--- src/rtl/fir_out_fifo.sv ---
// Output FIFO between the FIR core and an AXI-stream sink, with tlast framing and status flags.
// Optional peak occupancy tracking is enabled by defining FIR_OUT_FIFO_PEAK_EN.
module fir_out_fifo #(
    parameter int pDATA_WIDTH = 32,
    parameter int DEPTH       = 16,
    parameter int LEN_WIDTH   = 16
) (
    input  logic                     clk,
    input  logic                     rst_n,
    input  logic                     in_valid,
    input  logic [pDATA_WIDTH-1:0]   in_data,
    input  logic [LEN_WIDTH-1:0]     cfg_len,
    input  logic                     cfg_load,
    output logic                     m_tvalid,
    output logic [pDATA_WIDTH-1:0]   m_tdata,
    output logic                     m_tlast,
    input  logic                     m_tready,
    output logic [$clog2(DEPTH):0]   level,
    output logic                     full,
    output logic                     empty,
    output logic                     overflow,
    output logic                     done
`ifdef FIR_OUT_FIFO_PEAK_EN
    ,
    output logic [$clog2(DEPTH):0]   peak_level
`endif
);

    localparam int AW = $clog2(DEPTH);
    localparam int PW = AW + 1;

    logic [pDATA_WIDTH-1:0] mem [DEPTH];
    logic [PW-1:0]          wr_ptr;
    logic [PW-1:0]          rd_ptr;
    logic [LEN_WIDTH-1:0]   len;
    logic [LEN_WIDTH-1:0]   beat_cnt;
    logic                   overflow_q;
    logic                   done_q;
    logic                   push;
    logic                   pop;
    logic                   drop;

    // Extra wrap bit on the pointers distinguishes full from empty.
    assign empty    = (wr_ptr == rd_ptr);
    assign full     = (wr_ptr[AW] != rd_ptr[AW]) && (wr_ptr[AW-1:0] == rd_ptr[AW-1:0]);
    assign level    = wr_ptr - rd_ptr;
    assign overflow = overflow_q;
    assign done     = done_q;

    assign m_tvalid = !empty;
    assign m_tdata  = mem[rd_ptr[AW-1:0]];
    assign m_tlast  = m_tvalid && (len != '0) && (beat_cnt == len - LEN_WIDTH'(1));

    // A pop in the same cycle frees the slot, so a full FIFO can still accept.
    assign pop  = m_tvalid && m_tready;
    assign push = in_valid && (!full || pop);
    assign drop = in_valid && full && !pop;

    always_ff @(posedge clk) begin
        if (!rst_n) begin
            wr_ptr     <= '0;
            rd_ptr     <= '0;
            len        <= '0;
            beat_cnt   <= '0;
            overflow_q <= 1'b0;
            done_q     <= 1'b0;
        end else if (cfg_load) begin
            wr_ptr     <= '0;
            rd_ptr     <= '0;
            len        <= cfg_len;
            beat_cnt   <= '0;
            overflow_q <= 1'b0;
            done_q     <= 1'b0;
        end else begin
            if (push) begin
                wr_ptr <= wr_ptr + PW'(1);
            end
            if (pop) begin
                rd_ptr <= rd_ptr + PW'(1);
                if (m_tlast) begin
                    beat_cnt <= '0;
                    done_q   <= 1'b1;
                end else begin
                    beat_cnt <= beat_cnt + LEN_WIDTH'(1);
                end
            end
            if (drop) begin
                overflow_q <= 1'b1;
            end
        end
    end

    // Sample storage carries no reset; its contents are qualified by the pointers.
    always_ff @(posedge clk) begin
        if (rst_n && !cfg_load && push) begin
            mem[wr_ptr[AW-1:0]] <= in_data;
        end
    end

`ifdef FIR_OUT_FIFO_PEAK_EN
    logic [PW-1:0] peak_q;

    always_ff @(posedge clk) begin
        if (!rst_n || cfg_load) begin
            peak_q <= '0;
        end else if (level > peak_q) begin
            peak_q <= level;
        end
    end

    assign peak_level = peak_q;
`endif

endmodule

--- config.mk ---
export PLATFORM = sky130hd
export DESIGN_NAME = fir_out_fifo
export DESIGN_NICKNAME = d
export VERILOG_FILES = /design/src/rtl/fir_out_fifo.sv
export SDC_FILE = /design/constraint.sdc
export NUM_CORES = 1
export LEC_CHECK = 0
export CAP_MARGIN = 10
export CORE_MARGIN = 2
export CORE_UTILIZATION = 50
export DETAILED_ROUTE_END_ITERATION = 8
export GPL_ROUTABILITY_DRIVEN = 0
export PLACE_DENSITY = 0.79
export SLEW_MARGIN = 0
export SYNTH_ARGS = -nofsm -noshare
export SYNTH_HDL_FRONTEND = slang
export SYNTH_SLANG_ARGS = --single-unit
--- constraint.sdc ---
create_clock -name clk -period 6.9 [get_ports clk]
set_input_delay 2.07 -clock clk [delete_from_list [all_inputs] [get_ports clk]]
set_output_delay 2.07 -clock clk [all_outputs]
set_load 0.05 [all_outputs]
==> results by group, run 1 <==
Clocking
  – Setup repair bufs after CTS: 0
  – H-tree Lvls: 2
  – # resized after CTS: 0
  – Hold buffers post-CTS: 0
  – Clock buffer depth: 3
  – Root Buffer Master: clkbuf_16
  – CTS Buf Count: 54
  – Clk slew on worst S/H paths: 60 ps
  – Worst-Skew Late Latency: 620 ps
  – CTS tree: done
  – Num Clock Sinks: 560

Synthesis
  – Post-synthesis sequential area ratio: 73.3%
  – Top_reg_cell synth: edfxtp_1
  – Synth unique cells: 62
  – Seq cells post-synth: 560
  – EDFF count, synth: 512
  – Synth warn: 0
  – Syn_area_per_cell: 20.5 um^2
  – Mapped cell area: 22300 um^2
  – Post-Syn Instances: 1087
  – Async set-reset flop share out of synthesis: 0%
  – Syn_nets: 1153

Pwr
  – Reg power frac: 53.0%
  – Worst VDD drop: 184 uV
  – Combinational share of power: 3.9%
  – Sw frac: 20.4%
  – NetSw: 1440 uW
  – Clock Power Share: 43.0%
  – Pwr dens: 271 nW/um^2
  – P_leak: 0.00801 uW
  – Pint: 5600 uW

Cells and area
  – Layout cells sized above 1: 25.1%
  – Area grow syn2layout: 16.3%
  – Final Non-Filler Cells: 1842
  – Final nets: 1273

Worst setup path
  – Cells along the critical path: inv_1 > ha_1 > or4b_1 > o31a_1 > nor3_2 > a21oi_1 > or4b_1 > nor4b_2 > clkdlybuf4s50_1
  – CP dominant cell by count: or4b_1
  – WP data arrival: 4230 ps
  – Crit-path leading delay family: simple AND/OR/NAND/NOR gates
  – Worst endpoint required time: 4830 ps
  – Crit path launch: len[0]$_SDFFE_PN0P_
  – Worst-path maximum fanout: 9
  – CP max stage cell: clkdlybuf4s50_1
  – CP max stage delay: 870 ps
  – Reg2Reg Launch Point: wr_ptr[2]$_SDFFE_PP0P_
  – CP Buf/Inv Count: 2
  – Crit. End Element: primary output
  – Worst Setup Start Kind: flip-flop
  – Setup CP Type: flip-flop to primary output

Place
  – Port Buffers: 95
  – Placed cells: 1742
  – HPWL Detailed: 26.5 mm

GRT
  – First-pass GRT wire length: 73.8 mm
  – Pin count of the biggest net entering global routing: 56
  – GR Overflow Total: 0
  – Global Route Usage Sum: 21.5%
  – Initial antenna violation count: 1
  – Vias in the first global route: 11587

Routing
  – Total Wirelength: 48.6 mm
  – Routed Antenna Nets: 0
  – Number of vias per cell: 6.01
  – Mean routed wirelength per cell: 26.4 um
  – Via count: 11064
  – Drt drc: 0
  – Initial DRT Pass Iterations: 5
  – DR iter-0 viols: 1173

Timing
  – Max-slew violations: 0
  – Fmax: 159 MHz
  – WHS: 484 ps
  – Min Tclk post-route: 6300 ps
  – Fin crit share: 91.4%
  – Clock Skew: 39.9 ps
  – RSZ-0062 raised after global routing: false
  – Hold Vio Cnt, Final: 0
  – Final setup violation count: 0
  – Fin Setup TNS: 0 ps
  – Max-slew headroom: 39.9%
  – Slew @ Worst Pin: 879 ps

Floorplanning
  – Die area: 46300 um^2
  – Die Width: 215 um
  – Site row count: 77
  – I/O pin total: 96
  – CORE AREA: 44100 um^2
  – Die Y: 215 um
  – Initial core utilization: 50.5%

Outcome
  – Status: complete, no violations

Run
  – Max-Cap Viols: 0

Hold path
  – Hold_sp: overflow$_SDFFE_PP0P_
  – Hold WC Path Type: flip-flop to flip-flop
routing by layer:
metal | routed length [um] | global-route usage (%)
met1 | 18900 | 28.3
met2 | 25600 | 37.3
met3 | 3090 | 3.37
met4 | 1000 | 5.95
met5 | 0 | 0
layout by cell type (no fill, tap or decap), types with 13 or more instances in the layout:
cell and n:
nor2b_1 22, nor3_2 15, inv_1 14, edfxtp_1 512, xnor2_1 20, nand4_1 13, mux2i_1 18, nand2_1 18
nand3_1 13, nor2_1 21, a21oi_1 13, xor2_1 19, clkbuf_16 55, mux4_2 160, dfxtp_1 44, clkdlybuf4s50_1 95
buf_4 30, clkinv_2 14
metrics by stage:
stage | instance area, um^2 | worst slack [ps] | total power, uW | util [%]
after global placement | 24100 | 1350 | 4070 | 54.6
after global routing | 25900 | 352 | 7220 | 58.8
after floorplan | 22300 | 1290 | 3960 | -
after detailed placement | 24100 | 1230 | 4080 | 54.6
after CTS | 25900 | 584 | 7080 | 58.8
final | 25900 | 596 | 7030 | 58.8
power by group through the flow:
stage / clock network (uW) / logic (uW) / registers, uW
finish: 3030 / 277 / 3730
global route: 3190 / 298 / 3730
CTS: 3070 / 277 / 3730
detailed placement: 0 / 274 / 3800
global placement: 0 / 267 / 3800
floorplan: 0 / 166 / 3790
cell type report:
class	instances	area [um^2]
antenna	1	2.50
clock buffer	66	1420
clock inverter	32	403
fill	3131	18200
inverter	14	52.6
multi-input combinational	450	5760
sequential	560	16300
tap	592	741
timing repair buffer	127	1220
synthesized netlist by cell type, types with 13 or more instances:
master    count  area share (%)
edfxtp_1    512              69
mux4_2      160              16
dfxtp_1      48             4.3
clkbuf_1     38            0.64
nor2_1       33            0.56
nor2b_1      22            0.62
xnor2_1      20            0.79
xor2_1       19            0.75
buf_1        18            0.30
mux2i_1      18            0.81
nand2_1      18            0.30
nor3_1       15            0.34
inv_1        14            0.24
a21oi_1      13            0.29
nand3_1      13            0.29
nand4_1      13            0.36
state kept, by name (all words and copies together), names as in the netlist, named ones only:
signal / count
beat_cnt: 16
done: 1
len: 16
mem: 512
overflow: 1
rd_ptr: 5
wr_ptr: 5
worst min-delay path, stage by stage (launching register included):
cell and delay, ps:
dfxtp_1 330, a21oi_1 40, nor2_1 80
worst paths after layout:
path,slack (ps),to,depth (start not counted)
worst max-delay path,600,m_tlast,9
worst min-delay path,480,overflow$_SDFFE_PP0P_,2
worst max register to register,3300,mem[6][0]$_DFFE_PP_,8
worst min register to register,480,overflow$_SDFFE_PP0P_,2
cell families after synthesis:
group	Yosys count	share of synthesized area, %
XOR/XNOR	39	1.53
AND/OR/NAND/NOR	170	4.52
AO/OA/AOI/OAI	50	1.57
buffers and inverters	77	1.39
flip-flops	560	73.3
adder cells (fa/ha/maj)	13	0.763
multiplexers	178	17.0
No activity file was read; power rests on OpenSTA's default activity.
==> inputs of run 2 (changes only) <==
- REMOVE_ABC_BUFFERS: unset -> 1
==> run 2 against run 1 <==
Non-clock buffer count decreased by 9. Die area unchanged. Maximum frequency increased by 0.74%. Setup slack improved by 46 ps. Critical path type unchanged. Largest cell class unchanged.
==> results by group, run 2 (same netlist as run 1, synthesis figures left out) <==
Floorplanning
  – Die Y: 215 um (unchanged)
  – Initial core utilization: 50.5% (unchanged)
  – Site row count: 77 (unchanged)
  – CORE AREA: 44100 um^2 (unchanged)
  – Die area: 46300 um^2 (unchanged)
  – Die Width: 215 um (unchanged)
  – I/O pin total: 96 (unchanged)

Pwr
  – Pint: 5420 uW (-3.2%)
  – NetSw: 1430 uW (-0.17%)
  – Worst VDD drop: 209 uV (+13%)
  – Pwr dens: 266 nW/um^2 (-2.0%)
  – P_leak: 0.00788 uW (-1.6%)
  – Clock Power Share: 41.4% (-1.6 points)
  – Reg power frac: 54.5% (+1.5 points)
  – Combinational share of power: 4.1% (+0.2 points)
  – Tot Pwr: 6850 uW (-2.6%)
  – Sw frac: 20.9% (+0.51 points)

Cells and area
  – Leading cell type in the layout, fill and taps excluded: edfxtp_1
  – Fillers: 3138 (+0.22%)
  – Final nets: 1264 (-0.71%)
  – Final Non-Filler Cells: 1834 (-0.43%)
  – Register area: 16300 um^2 (unchanged)
  – Fin util: 58.4% (-0.35 points)
  – Max reg flops: 512 (unchanged)
  – Antenna cells: 0 (-1)
  – Layout cells sized above 1: 23.8% (-1.4 points)
  – Commonest cells after routing, fill and taps aside: 512 x edfxtp_1, 160 x mux4_2, 95 x clkdlybuf4s50_1
  – Multi-input gate area: 5760 um^2 (unchanged)
  – Area grow syn2layout: 15.6%

Place
  – Placement Setup Slack: 1290 ps (+57.5 ps)
  – Placed cells: 1733 (-0.52%)
  – HPWL Detailed: 28.5 mm (+7.5%)
  – Port Buffers: 95 (unchanged)

Timing
  – Slew @ Worst Pin: 1280 ps (+398 ps)
  – Worst Slack Setup Final: 643 ps (+46.4 ps)
  – Final setup violation count: 0 (unchanged)
  – Clock Skew: 39.1 ps (-0.773 ps)
  – RSZ-0062 raised after global routing: false
  – Min Tclk post-route: 6260 ps (-46.4 ps)
  – Max-slew headroom: 14.7% (-25 points)
  – WHS: 496 ps (+12.5 ps)
  – Max-slew violations: 0 (unchanged)
  – Hold Vio Cnt, Final: 0 (unchanged)
  – Fmax: 160 MHz (+0.74%)
  – Fin crit share: 90.7% (-0.67 points)

Routing
  – Total Wirelength: 48.3 mm (-0.63%)
  – Initial DRT Pass Iterations: 5 (unchanged)
  – Mean routed wirelength per cell: 26.3 um (-0.19%)
  – Via count: 11129 (+0.59%)
  – Routed Antenna Nets: 0 (unchanged)
  – Drt drc: 0 (unchanged)
  – Number of vias per cell: 6.07 (+1.0%)
  – DR iter-0 viols: 1124 (-4.2%)

Worst setup path
  – CP max stage delay: 870 ps (about the same)
  – R2R Setup Slk: 3290 ps (about the same)
  – Reg-to-reg endpoint: mem[15][26]$_DFFE_PP_
  – Crit path launch: len[0]$_SDFFE_PN0P_
  – CP dominant cell by count: or4b_1
  – Setup crit end: m_tlast
  – Worst Setup Start Kind: flip-flop
  – Crit. End Element: primary output
  – WP data arrival: 4190 ps (-40 ps)
  – CP max stage cell: clkdlybuf4s50_1
  – Cells along the critical path: inv_1 > ha_1 > or4b_1 > o31a_1 > nor3_2 > a21oi_1 > or4b_1 > nor4b_2 > clkdlybuf4s50_1
  – Reg2Reg Launch Point: wr_ptr[2]$_SDFFE_PP0P_
  – Worst-path maximum fanout: 9 (unchanged)
  – Setup CP Type: flip-flop to primary output
  – Reg2reg path depth: 7 (-1)
  – Worst endpoint required time: 4830 ps (about the same)

GRT
  – GR Overflow Total: 0 (unchanged)
  – Global Route Usage Sum: 21.0% (-0.45 points)
  – Pin count of the biggest net entering global routing: 46 (-18%)
  – First-pass GRT wire length: 72.5 mm (-1.8%)
  – Initial antenna violation count: 1 (unchanged)
  – Vias in the first global route: 11553 (-0.29%)

Clocking
  – Worst-Skew Late Latency: 620 ps (about the same)
  – Clk slew on worst S/H paths: 70 ps (about the same)
  – CTS Buf Count: 54 (unchanged)
  – Clock buffer depth: 3 (unchanged)
  – Root Buffer Master: clkbuf_16
  – # resized after CTS: 0 (unchanged)
  – Num Clock Sinks: 560 (unchanged)
  – H-tree Lvls: 2 (unchanged)
  – Setup repair bufs after CTS: 0 (unchanged)
  – Hold buffers post-CTS: 0 (unchanged)
  – CTS tree: done

Hold path
  – Hold WC Path Type: flip-flop to flip-flop
  – Hold_sp: overflow$_SDFFE_PP0P_

Run
  – Max-Cap Viols: 0 (unchanged)

Outcome
  – Status: complete, no violations
[run 2: cell types whose count changed in the layout (fill, tap and decap cells not counted), sizes merged]
| cell | change |
|---|---|
| inv | -2 |
| diode | -1 |
| clkinvlp | +3 |
| buf | -9 |
| clkbuf | +6 |
| bufinv | -5 |
[run 2: critical path, delay by kind of cell (launching register included)]
family | cells | cell delay [ps]
AO/OA/AOI/OAI | 2 | 350
adder cells (fa/ha/maj) | 1 | 300
buffers and inverters | 2 | 970
flip-flops | 1 | 370
AND/OR/NAND/NOR | 4 | 1600
[run 2: metal layers]
metal	track usage [%]	vias up	part of all wire, %
li1	-	4720	-
met1	26.8	5887	39
met2	36.2	430	52
met3	4.16	90	6.1
met4	7.24	2	3.0
met5	0	-	0.023
[run 2: worst min-delay path by stage]
stage | slack, ps | cells after the start | endpoint
after floorplan | 470 | 2 | wr_ptr[4]$_SDFFE_PP0P_
after global placement | 470 | 2 | overflow$_SDFFE_PP0P_
after detailed placement | 480 | 2 | overflow$_SDFFE_PP0P_
after CTS | 500 | 2 | overflow$_SDFFE_PP0P_
after global routing | 550 | 2 | overflow$_SDFFE_PP0P_
final | 500 | 2 | overflow$_SDFFE_PP0P_
[run 2: per-stage QoR]
step                TNS, ps  instance area (um^2)
floorplan            -56210                 22000
global placement          0                 24100
detailed placement        0                 24100
CTS                       0                 25800
global route              0                 25800
finish                    0                 25800
[run 2: final cells by class]
class	count	area share, %
clock inverters	28	1.01
repair buffers	118	4.58
clock buffers	72	5.59
multi-input cells	450	22.4
well taps	592	2.87
flip-flops and latches	560	63.4
inverters	14	0.204
[run 2: power by group through the flow]
stage | registers, uW | clock network, uW | logic [uW]
2_1_floorplan | 3810 | 0 | 153
4_1_cts | 3730 | 2880 | 285
5_1_grt | 3730 | 3000 | 304
3_5_place_dp | 3800 | 0 | 283
3_3_place_gp | 3800 | 0 | 276
6_report | 3730 | 2830 | 284
